===== src/rtl/vh_result_unpacker_pkg.sv =====
// Shared types and field-layout helpers for the vloghammer result unpacker.
// A packed word is NGROUPS groups of six fields; field 0 sits at the word MSB.
package vh_pkg;

  typedef enum logic {
    IDLE = 1'b0,
    EMIT = 1'b1
  } state_t;

  // Field widths cycle 4,5,6 bits.
  function automatic int FIELD_W(input int i);
    return 4 + (i % 3);
  endfunction

  // Each group of six is three unsigned fields followed by three signed fields.
  function automatic bit FIELD_SIGNED(input int i);
    return ((i / 3) % 2) == 1;
  endfunction

  // Bit offset of field i measured down from the word MSB; a triple spans 15 bits.
  function automatic int FIELD_OFS(input int i);
    int sub;
    sub = i % 3;
    return (i / 3) * 15 + ((sub == 0) ? 0 : ((sub == 1) ? 4 : 9));
  endfunction

endpackage


===== src/rtl/vh_field_extend.sv =====
// Combinational field selector: picks field idx out of the held word and
// zero- or sign-extends it to OUT_W bits, reporting whether it is signed.
module vh_field_extend
  import vh_pkg::*;
#(
  parameter int IN_W    = 90,
  parameter int NFIELDS = 18,
  parameter int IW      = 5,
  parameter int OUT_W   = 8
) (
  input  logic [IN_W-1:0]  word,
  input  logic [IW-1:0]    idx,
  output logic [OUT_W-1:0] value,
  output logic             is_signed
);

  logic [OUT_W-1:0] ext [NFIELDS];

  for (genvar g = 0; g < NFIELDS; g++) begin : g_field
    localparam int W   = FIELD_W(g);
    localparam int OFS = FIELD_OFS(g);
    logic [W-1:0] f;
    assign f = word[IN_W-1-OFS -: W];
    if (FIELD_SIGNED(g)) begin : g_sx
      assign ext[g] = OUT_W'($signed(f));
    end else begin : g_zx
      assign ext[g] = OUT_W'(f);
    end
  end

  // Select the extended value for the current index; out-of-range reads as zero.
  always_comb begin
    value     = '0;
    is_signed = 1'b0;
    for (int i = 0; i < NFIELDS; i++) begin
      if (idx == IW'(i)) begin
        value     = ext[i];
        is_signed = FIELD_SIGNED(i);
      end
    end
  end

endmodule


===== src/rtl/vh_result_unpacker.sv =====
// Receive-side unpacker for the vloghammer packed result bus.
// Takes one packed word per in_valid/in_ready handshake and emits its fields
// one per out_valid/out_ready handshake, MSB field first.
// Handshakes: a transfer happens on a rising edge where valid && ready; a
// producer holds valid and its payload stable until that edge.
// Optional feature macro: VH_UNPACK_SIGNATURE_EN (running 32-bit signature on sig).
module vh_result_unpacker
  import vh_pkg::*;
#(
  parameter  int NGROUPS = 3,
  parameter  int OUT_W   = 8,
  localparam int IN_W    = 30 * NGROUPS,
  localparam int NFIELDS = 6 * NGROUPS,
  localparam int IW      = $clog2(NFIELDS)
) (
  input  logic             clk,
  input  logic             rst_n,
  input  logic             in_valid,
  output logic             in_ready,
  input  logic [IN_W-1:0]  in_data,
  output logic             out_valid,
  input  logic             out_ready,
  output logic [IW-1:0]    out_idx,
  output logic [OUT_W-1:0] out_data,
  output logic             out_signed,
  output logic             out_last,
  output logic [31:0]      sig
);

  state_t           state, state_n;
  logic [IN_W-1:0]  hold;
  logic [IW-1:0]    idx;
  logic             load, adv;
  logic             emit, at_last;
  logic [OUT_W-1:0] ext_value;
  logic             ext_signed;

  assign emit    = (state == EMIT);
  assign at_last = (idx == IW'(NFIELDS - 1));

  vh_field_extend #(
    .IN_W   (IN_W),
    .NFIELDS(NFIELDS),
    .IW     (IW),
    .OUT_W  (OUT_W)
  ) u_extend (
    .word     (hold),
    .idx      (idx),
    .value    (ext_value),
    .is_signed(ext_signed)
  );

  // Outputs are forced to zero outside EMIT so reset and idle look identical.
  assign out_valid  = emit;
  assign out_last   = emit && at_last;
  assign out_idx    = emit ? idx : '0;
  assign out_data   = emit ? ext_value : '0;
  assign out_signed = emit && ext_signed;
  assign in_ready   = !emit || (at_last && out_ready);

  // State register, hold register and field index.
  always_ff @(posedge clk) begin
    if (!rst_n) begin
      state <= IDLE;
      hold  <= '0;
      idx   <= '0;
    end else begin
      state <= state_n;
      if (load) begin
        hold <= in_data;
        idx  <= '0;
      end else if (adv) begin
        idx <= idx + IW'(1);
      end
    end
  end

  // Next-state logic: a new word may be captured on the same edge the last field leaves.
  always_comb begin
    state_n = state;
    load    = 1'b0;
    adv     = 1'b0;
    unique case (state)
      IDLE: begin
        if (in_valid) begin
          load    = 1'b1;
          state_n = EMIT;
        end
      end
      EMIT: begin
        if (out_ready) begin
          if (at_last) begin
            if (in_valid) begin
              load = 1'b1;
            end else begin
              state_n = IDLE;
            end
          end else begin
            adv = 1'b1;
          end
        end
      end
      default: state_n = IDLE;
    endcase
  end

`ifdef VH_UNPACK_SIGNATURE_EN
  logic [31:0] sig_q;

  // Rotate-and-xor signature over every accepted field; survives word boundaries.
  always_ff @(posedge clk) begin
    if (!rst_n) begin
      sig_q <= '0;
    end else if (out_valid && out_ready) begin
      sig_q <= {sig_q[30:0], sig_q[31]} ^ 32'(out_data);
    end
  end

  assign sig = sig_q;
`else
  assign sig = 32'h0;
`endif

endmodule


===== config.mk =====
export PLATFORM = sky130hd
export DESIGN_NAME = vh_result_unpacker
export DESIGN_NICKNAME = d
export VERILOG_FILES = /design/src/rtl/vh_result_unpacker_pkg.sv /design/src/rtl/vh_field_extend.sv /design/src/rtl/vh_result_unpacker.sv
export SDC_FILE = /design/constraint.sdc
export NUM_CORES = 1
export LEC_CHECK = 0
export BUFFER_PORTS_ARGS = -buffer_cell sky130_fd_sc_hd__buf_2
export CAP_MARGIN = 10
export CORE_MARGIN = 3
export CORE_UTILIZATION = 50
export DETAILED_ROUTE_END_ITERATION = 16
export GPL_ROUTABILITY_DRIVEN = 0
export PLACE_DENSITY = 0.86
export RECOVER_POWER = 50
export SLEW_MARGIN = 15
export SYNTH_ARGS = -nofsm -noshare
export SYNTH_HDL_FRONTEND = slang
export SYNTH_SLANG_ARGS = --single-unit

===== constraint.sdc =====
create_clock -name clk -period 2.9 [get_ports clk]
set_input_delay 0.145 -clock clk [delete_from_list [all_inputs] [get_ports clk]]
set_output_delay 0.145 -clock clk [all_outputs]
set_load 0.1 [all_outputs]

---- Yosys cells after proc, flatten, opt, wreduce, memory -nomap -nowiden ----
Index checks and enable logic that the tools add are counted.
storage, ports and cells
  bits in registers ....................... 96
  input bits .............................. 94
  output and inout port bits .............. 49
  word-level logic and storage cells ...... 75
cells by class
  $add $sub $neg .......................... 1
  equality and inequality tests ........... 17
  multiplexer cells ....................... 45
  bitwise gates (word level) .............. 2
  reductions and logical operators ........ 7
operators by type and width
  cell                   count
  $mux W8                17
  $eq A5 B4 Y1 const B   8
  $mux W1                23
  $eq A5 B3 Y1 const B   4
  $eq A5 B2 Y1 const B   2
  $eq A5 B5 Y1 const B   2
  $mux W5                2
  $add A5 B1 Y5 const B  1
  $eq A5 B1 Y1 const B   1
  $logic_not A5 Y1       1
  $mux W4                1
  $pmux W1 S2            2
  $logic_and A1 B1 Y1    3
  $not A1 Y1             2
  $reduce_or A2 Y1       1
  $logic_not A1 Y1       1
  $logic_or A1 B1 Y1     1

---- Depth between registers and ports, before layout ----
Gate-level depths: netlist of run 1.
  depth in word-level cells ............... 20
  depth in mapped cells ................... 11
  gate-level depth less buffers ........... 8

---- Hierarchy ----
From an unflattened synthesis of run 1, not the netlist that was laid out.
second synthesis, totals
  cells, all modules ...................... 675
  area, all modules ....................... 5,644.2 um^2
by module, submodules not included
  module              instances  cells each  area an instance (um^2)  seq. area each (um^2)
  vh_result_unpacker  1          476         4,322.9                  1,921.8
  vh_field_extend     1          199         1,321.3                  0.0

---- Worst setup path before layout of run 1 ----
Ideal clock, no wire load.
  path type ............................... register to output
  from .................................... register idx[0]
  to ...................................... output out_data[4]
  arrival ................................. 3,999 ps
  required time ........................... 2,755 ps
  path slack .............................. -1,244 ps
  cell stages (with the launch flop) ...... 10
  buffers on the path ..................... 2
  path through ............................ dfxtp_1 ha_1 buf_1 clkbuf_1 and3_1 ha_1 a21oi_1 nand2_1 o22ai_1 nor3_1
between the ends
  cells in the longest elaborated chain, start to end .. 19
  elaborated cells between the ends (all ways) .. 35
  those cells by class .................... 17 x eq/ne; 18 x mux
RTL lines
  item                    line                      RTL
  start, declared         vh_result_unpacker.sv:32  logic [IW-1:0] idx;
  start signal, assigned  vh_result_unpacker.sv:73  idx <= idx + IW'(1);
  $eq A5 B1 Y1            vh_field_extend.sv:36     if (idx == IW'(i)) begin
  $mux W5                 vh_field_extend.sv:36
  $mux W8 (15 in a row)   vh_field_extend.sv:36
  $mux W8 *               vh_field_extend.sv:36
  $mux W8 *               vh_result_unpacker.sv:57  assign out_data = emit ? ext_value : '0;
  end, declared           vh_result_unpacker.sv:24  output logic [OUT_W-1:0] out_data,
Mark *: on every way between the ends. The rest lies on a longest branch, timed or not.

---- Final worst setup path of run 1 ----
Same ends and word-level chain as after synthesis.

==> impl_metrics.csv, run 1 <==
group,metric,value,unit
outcome,status,"complete, no violations",
power_and_ir_drop,p_comb_frac,0.194,
clocking,cts_tree,"built",
worst_setup_path,criticalPathCategory,"flip-flop to primary output",
worst_setup_path,arrival,2680,ps
sta,slew-limit-headroom,0.222,
power_and_ir_drop,peakVddDrop,290,uV
synth,yosys_register_bits,96,
clocking,cts_max_level,3,
detailed_routing,wl,13400,um
floorplan,core,0.00991,mm^2
synth,synth-compound-area-share,0.259,
synth,yosys.area.top_type,"dfxtp_1",
power_and_ir_drop,p_clk_frac,0.328,
sta,setup_tns,0,ps
finish,fill_cells,878,
detailed_routing,first_pass_iters,5,
synth,yosysWarnings,0,
clocking,cts_buffers,9,
worst_setup_path,reg2regPathDepth,6,
sta,drv_slew,0,
detailed_routing,vias,4891,
detailed_routing,avgViaCountPerCell,5.35,
clocking,clock-root-buffer,"clkbuf_8",
detailed_routing,ant_nets,0,
worst_setup_path,reg2reg_slack,320,ps
sta,setup_viol,0,
floorplan,initial_core_util,0.521,
clocking,post_cts_buffers,0,
finish,stdcell_area,0.00619,mm^2
worst_hold_path,hold_path_depth,3,
synth,postSynthAreaPerCell,7.49,um^2
synth,synth_top_family_by_area,"compound AO/OA/AOI/OAI gates",
synth,yosys_most_used_dff,"dfxtp_1",
worst_setup_path,worstPathRequired,2760,ps
synth,synth.most_common_cell,"nand2_1",
clocking,clkLatencyLatePin,370,ps
finish,antennaDiodeCount,0,
power_and_ir_drop,swShare,0.314,
synth,synth_area_leaders,"dfxtp_1 (37%), nand2_1 (15%), a21boi_0 (9.7%)",
worst_setup_path,crit_fanout,8,
clocking,cts.sinks,96,
synth,synth_adder_area_share,0.0121,
synth,yosysSeqAreaShare,0.372,
floorplan,dieArea,0.0116,mm^2
sta,finalCriticalPeriod,2820,ps
synth,synth-async-reset-ratio,0,
run,cap_violations,0,
synth,synthMuxAreaShare,0.00194,
synth,synthCells,689,
synth,synthXorXnorAreaFrac,0.00509,
finish,synthToLayoutAreaGrowth,19.9,%
finish,final_net_count,876,
detailed_routing,drt_iter0_markers,461,
placement,portBuffers,110,
sta,tightest_slew,1170,ps
detailed_routing,drc,0,
clocking,cts_max_path_buffers,2,
worst_setup_path,critPathLaunchType,"flip-flop",
global_routing,grt_pass1_vias,4474,
power_and_ir_drop,switchingPower,0.000947,W
synth,yosysTopAreaCellShare,0.372,
placement,placed_area,0.00585,mm^2
floorplan,io_pins,143,
power_and_ir_drop,seqPwrFrac,0.478,
worst_hold_path,holdPathEnd,"hold[64]",
synth,synth_cell_types,57,
power_and_ir_drop,power,0.00302,W
global_routing,grt_max_degree,61,
floorplan,rows,36,
synth,syn_area,0.00516,mm^2
global_routing,grt_use_total,0.228,
synth,synth_edf_count,0,
worst_setup_path,end_kind,"primary output",
floorplan,die_w,108,um
sta,hold_viol_final,0,
worst_setup_path,r2r-start,"idx[3]",
global_routing,grt.overflow.total,0,
global_routing,antenna_found_initial,0,
power_and_ir_drop,powerDensity,488,mW/mm^2
synth,yosys.area_share.simple,0.250,
placement,hpwl,9800,um
power_and_ir_drop,p_leak,2.48,nW
sta,fmax,354,MHz
worst_hold_path,hp-class,"input port to flip-flop",
global_routing,grt_pass1_wl,21200,um
clocking,path_clk_slew,90,ps
finish,drive_above_1_share,0.221,
floorplan,chipHeight,108,um
detailed_routing,wl_per_cell,14.6,um
power_and_ir_drop,p_int,0.00207,W
sta,skew,8.60,ps
sta,period_share,0.973,
worst_setup_path,reg2reg_to,"hold[32]",
worst_hold_path,hp-start,"in_data[64]",
synth,netlist_top_cells_count,"nand2_1 (211), dfxtp_1 (96), a21boi_0 (67), clkbuf_1 (37), buf_4 (33)",
==> layer usage <==
| metal | up-vias | part of all wire | global-route usage |
|---|---|---|---|
| li1 | 2429 | - | - |
| met1 | 2237 | 0.44 | 0.309 |
| met2 | 202 | 0.47 | 0.361 |
| met3 | 23 | 0.076 | 0.0462 |
| met4 | 0 | 0.021 | 0.0821 |
| met5 | - | 0 | 0 |
==> cell families after synthesis <==
logic type	Yosys count
xor gates and xnor gates	3
buffers and inverters	96
DFF	96
and+or+nand+nor	299
AOI/OAI and AO/OA	188
adders and majority gates	5
other	1
muxes	1
==> worst max-delay path, stage by stage, from the launching register on <==
cell and delay (ps):
dfxtp_2 390, inv_1 120, ha_2 240, or2_2 390, o21ai_2 170, a21boi_1 220, o221ai_2 150, a221oi_2 350
nor3_2 100, buf_12 170
==> registers in the layout, indices dropped and copies added, names as in the netlist <==
register and count:
hold 90, idx 5, out_valid 1
==> worst max-delay path by stage <==
stage	start	end	depth (start not counted)	slack [ps]
floorplan	idx[0]	out_data[4]	9	-350
global placement	idx[1]	out_data[3]	10	310
detailed placement	idx[1]	out_data[3]	10	290
CTS	idx[2]	out_data[2]	8	10
global route	idx[0]	out_data[3]	9	-20
finish	idx[0]	out_data[4]	9	80
==> through the flow <==
step / util / cells / setup WS, ps / hold slack (ps)
floorplan: - / 720 / -349 / 280
global placement: 0.590 / 896 / 307 / 390
detailed placement: 0.590 / 896 / 291 / 390
CTS: 0.619 / 915 / 13.3 / 3.64
global route: 0.624 / 915 / -22.7 / 9.78
finish: 0.624 / 915 / 77.1 / 12.0
==> timing repair <==
item	in CTS	in global routing
endpoints found under the hold margin	3	0
gates resized for setup	10	21
pin swaps	0	1
setup endpoints to repair	8	8
hold buffers	3	0
==> layout by cell type (no fill, tap or decap), types with 4 or more instances in the layout <==
master and count:
and3b_1 4, buf_6 5, nand3_1 9, buf_2 94, o22ai_1 4, a21oi_1 28, nor2_1 28, nor2b_1 4
nand2_1 210, o21ai_0 13, buf_12 7, o211ai_1 7, a21boi_0 82, conb_1 32, buf_4 13, clkbuf_1 7
dfxtp_1 92, nor3b_1 4, nor3_1 7, inv_1 11, a21boi_1 10, clkbuf_8 10, a211oi_1 7, nand2b_1 6
==> cell type report <==
class	count	area (um^2)	area share
Inverter	11	41.3	0.00667
Tap cell	133	166	0.0269
Timing Repair Buffer	131	831	0.134
Clock buffer	10	138	0.0222
Multi-Input combinational cell	528	2990	0.483
Clock inverter	6	90.1	0.0146
Sequential cell	96	1930	0.312
==> power groups by stage <==
stage | Clock (W) | Combinational [W] | Sequential (W)
after CTS | 0.000995 | 0.000583 | 0.00144
after global routing | 0.00105 | 0.000634 | 0.00145
after global placement | 0 | 0.000571 | 0.00147
after floorplan | 0 | 0.000473 | 0.00146
final | 0.000990 | 0.000585 | 0.00144
after detailed placement | 0 | 0.000576 | 0.00147
Power figures use the tool's default switching activity.
==> inputs of run 2 (changes only) <==
--- a/config.mk
+++ b/config.mk
@@ -8,12 +8,13 @@
 export BUFFER_PORTS_ARGS = -buffer_cell sky130_fd_sc_hd__buf_2
 export CAP_MARGIN = 10
 export CORE_MARGIN = 3
-export CORE_UTILIZATION = 50
+export CORE_UTILIZATION = 40
 export DETAILED_ROUTE_END_ITERATION = 16
 export GPL_ROUTABILITY_DRIVEN = 0
-export PLACE_DENSITY = 0.86
+export PLACE_DENSITY = 0.73
 export RECOVER_POWER = 50
 export SLEW_MARGIN = 15
 export SYNTH_ARGS = -nofsm -noshare
 export SYNTH_HDL_FRONTEND = slang
 export SYNTH_SLANG_ARGS = --single-unit
+export TNS_END_PERCENT = 1
==> impl_metrics.csv, run 2 (synthesized netlist as in run 1, its figures left out) <==
group,metric,value,unit
sta,period_share,0.977,
detailed_routing,wl_per_cell,15.1,um
floorplan,rows,40,
worst_setup_path,arrival,2690,ps
global_routing,grt_max_degree,64,
worst_setup_path,worstPathRequired,2760,ps
floorplan,dieArea,0.0143,mm^2
worst_setup_path,r2r-start,"idx[4]",
finish,synthToLayoutAreaGrowth,21.7,%
detailed_routing,wl,14300,um
finish,fin_util,0.510,
outcome,status,"complete, no violations",
clocking,clock-root-buffer,"clkbuf_16",
run,cap_violations,0,
detailed_routing,first_pass_iters,5,
power_and_ir_drop,powerDensity,500,mW/mm^2
clocking,cts_max_level,3,
finish,final_cell_mix,"nand2_1 (209), buf_2 (95), dfxtp_1 (92)",
sta,fmax,353,MHz
clocking,cts_tree,"built",
floorplan,core,0.0123,mm^2
placement,portBuffers,110,
sta,tightest_slew,1200,ps
clocking,cts_buffers,9,
power_and_ir_drop,peakVddDrop,279,uV
worst_setup_path,reg2regPathDepth,7,
finish,final_net_count,873,
global_routing,grt_pass1_vias,4503,
power_and_ir_drop,p_leak,2.50,nW
sta,skew,6.28,ps
worst_hold_path,hold_path_depth,3,
sta,slew-limit-headroom,0.206,
global_routing,grt_pass1_wl,22700,um
finish,stdcell_count,946,
finish,fill_cells,1234,
floorplan,io_pins,143,
sta,grt_setup_unrepaired,"true",
detailed_routing,ant_nets,0,
clocking,clkLatencyLatePin,350,ps
worst_setup_path,crit_fanout,5,
global_routing,grt.overflow.total,0,
finish,multiInputGateArea,0.00299,mm^2
finish,largest_reg_flops,90,
clocking,path_clk_slew,70,ps
placement,placed_area,0.00590,mm^2
floorplan,die_w,120,um
floorplan,chipHeight,120,um
global_routing,antenna_found_initial,0,
finish,top_register,"hold",
sta,hold_viol_final,0,
floorplan,initial_core_util,0.419,
detailed_routing,drt_iter0_markers,473,
worst_setup_path,end_kind,"primary output",
clocking,cts_max_path_buffers,2,
worst_hold_path,hp-class,"input port to flip-flop",
placement,hpwl,10500,um
sta,setup_viol,0,
finish,regArea,0.00193,mm^2
worst_setup_path,critPathLaunchType,"flip-flop",
placement,placed_cells,930,
detailed_routing,avgViaCountPerCell,5.16,
finish,antennaDiodeCount,0,
detailed_routing,vias,4885,
clocking,ctsHoldBuffers,0,
global_routing,grt_use_total,0.199,
finish,drive_above_1_share,0.224,
finish,layout_commonest_cell,"nand2_1",
worst_setup_path,criticalPathCategory,"flip-flop to primary output",
sta,setup_tns,0,ps
detailed_routing,drc,0,
clocking,cts.sinks,96,
worst_setup_path,crit_start,"idx[0]",
worst_hold_path,hp-start,"in_data[15]",
sta,drv_slew,0,
sta,finalCriticalPeriod,2830,ps
finish,stdcell_area,0.00628,mm^2
[run 2: final cells by class]
| type | instances | share of cell area |
|---|---|---|
| Tap cell | 168 | 0.0335 |
| Inverter | 11 | 0.00658 |
| Clock inverter | 5 | 0.00618 |
| Multi-Input combinational cell | 528 | 0.476 |
| Sequential cell | 96 | 0.307 |
| Clock buffer | 10 | 0.0381 |
| Timing Repair Buffer | 128 | 0.133 |
[run 2: critical path, stage by stage (launching register included)]
cell       delay, ps
dfxtp_4          370
inv_1            150
ha_2             250
or3b_2           460
o2111ai_1        170
a21oi_1           80
o221a_2          290
o21ai_0          220
a31oi_2          150
buf_12           190
[run 2: through the flow]
step	hold slack, ps	total power, W	setup slack, ps
global route	30.0	0.00327	-53.2
finish	27.8	0.00314	65.6
global placement	390	0.00204	292
CTS	28.1	0.00315	11.6
detailed placement	393	0.00205	245
floorplan	280	0.00192	-498
[run 2: final timing paths]
kind / endpoint / slack [ps]
worst max-delay path: out_data[1] / 70
worst max register to register: hold[52] / 360
worst min register to register: hold[15] / 460
worst min-delay path: hold[15] / 30
[run 2: repair_timing]
item                                    4_1_cts  5_1_grt
endpoints found under the setup margin        5        8
buffers inserted                              0        1
pin swaps                                     0        2
gates resized for setup                       8       19
[run 2: where the power goes]
part,switching [W],internal [W]
sequential,0.0000581,0.00139
clock,0.000510,0.000606
combinational,0.000414,0.000162
[run 2: layer usage]
layer,part of all wire,vias up,track usage
met3,0.077,31,0.0589
met2,0.46,221,0.314
li1,-,2422,-
met5,0,-,0
met1,0.45,2211,0.267
met4,0.018,0,0.0501
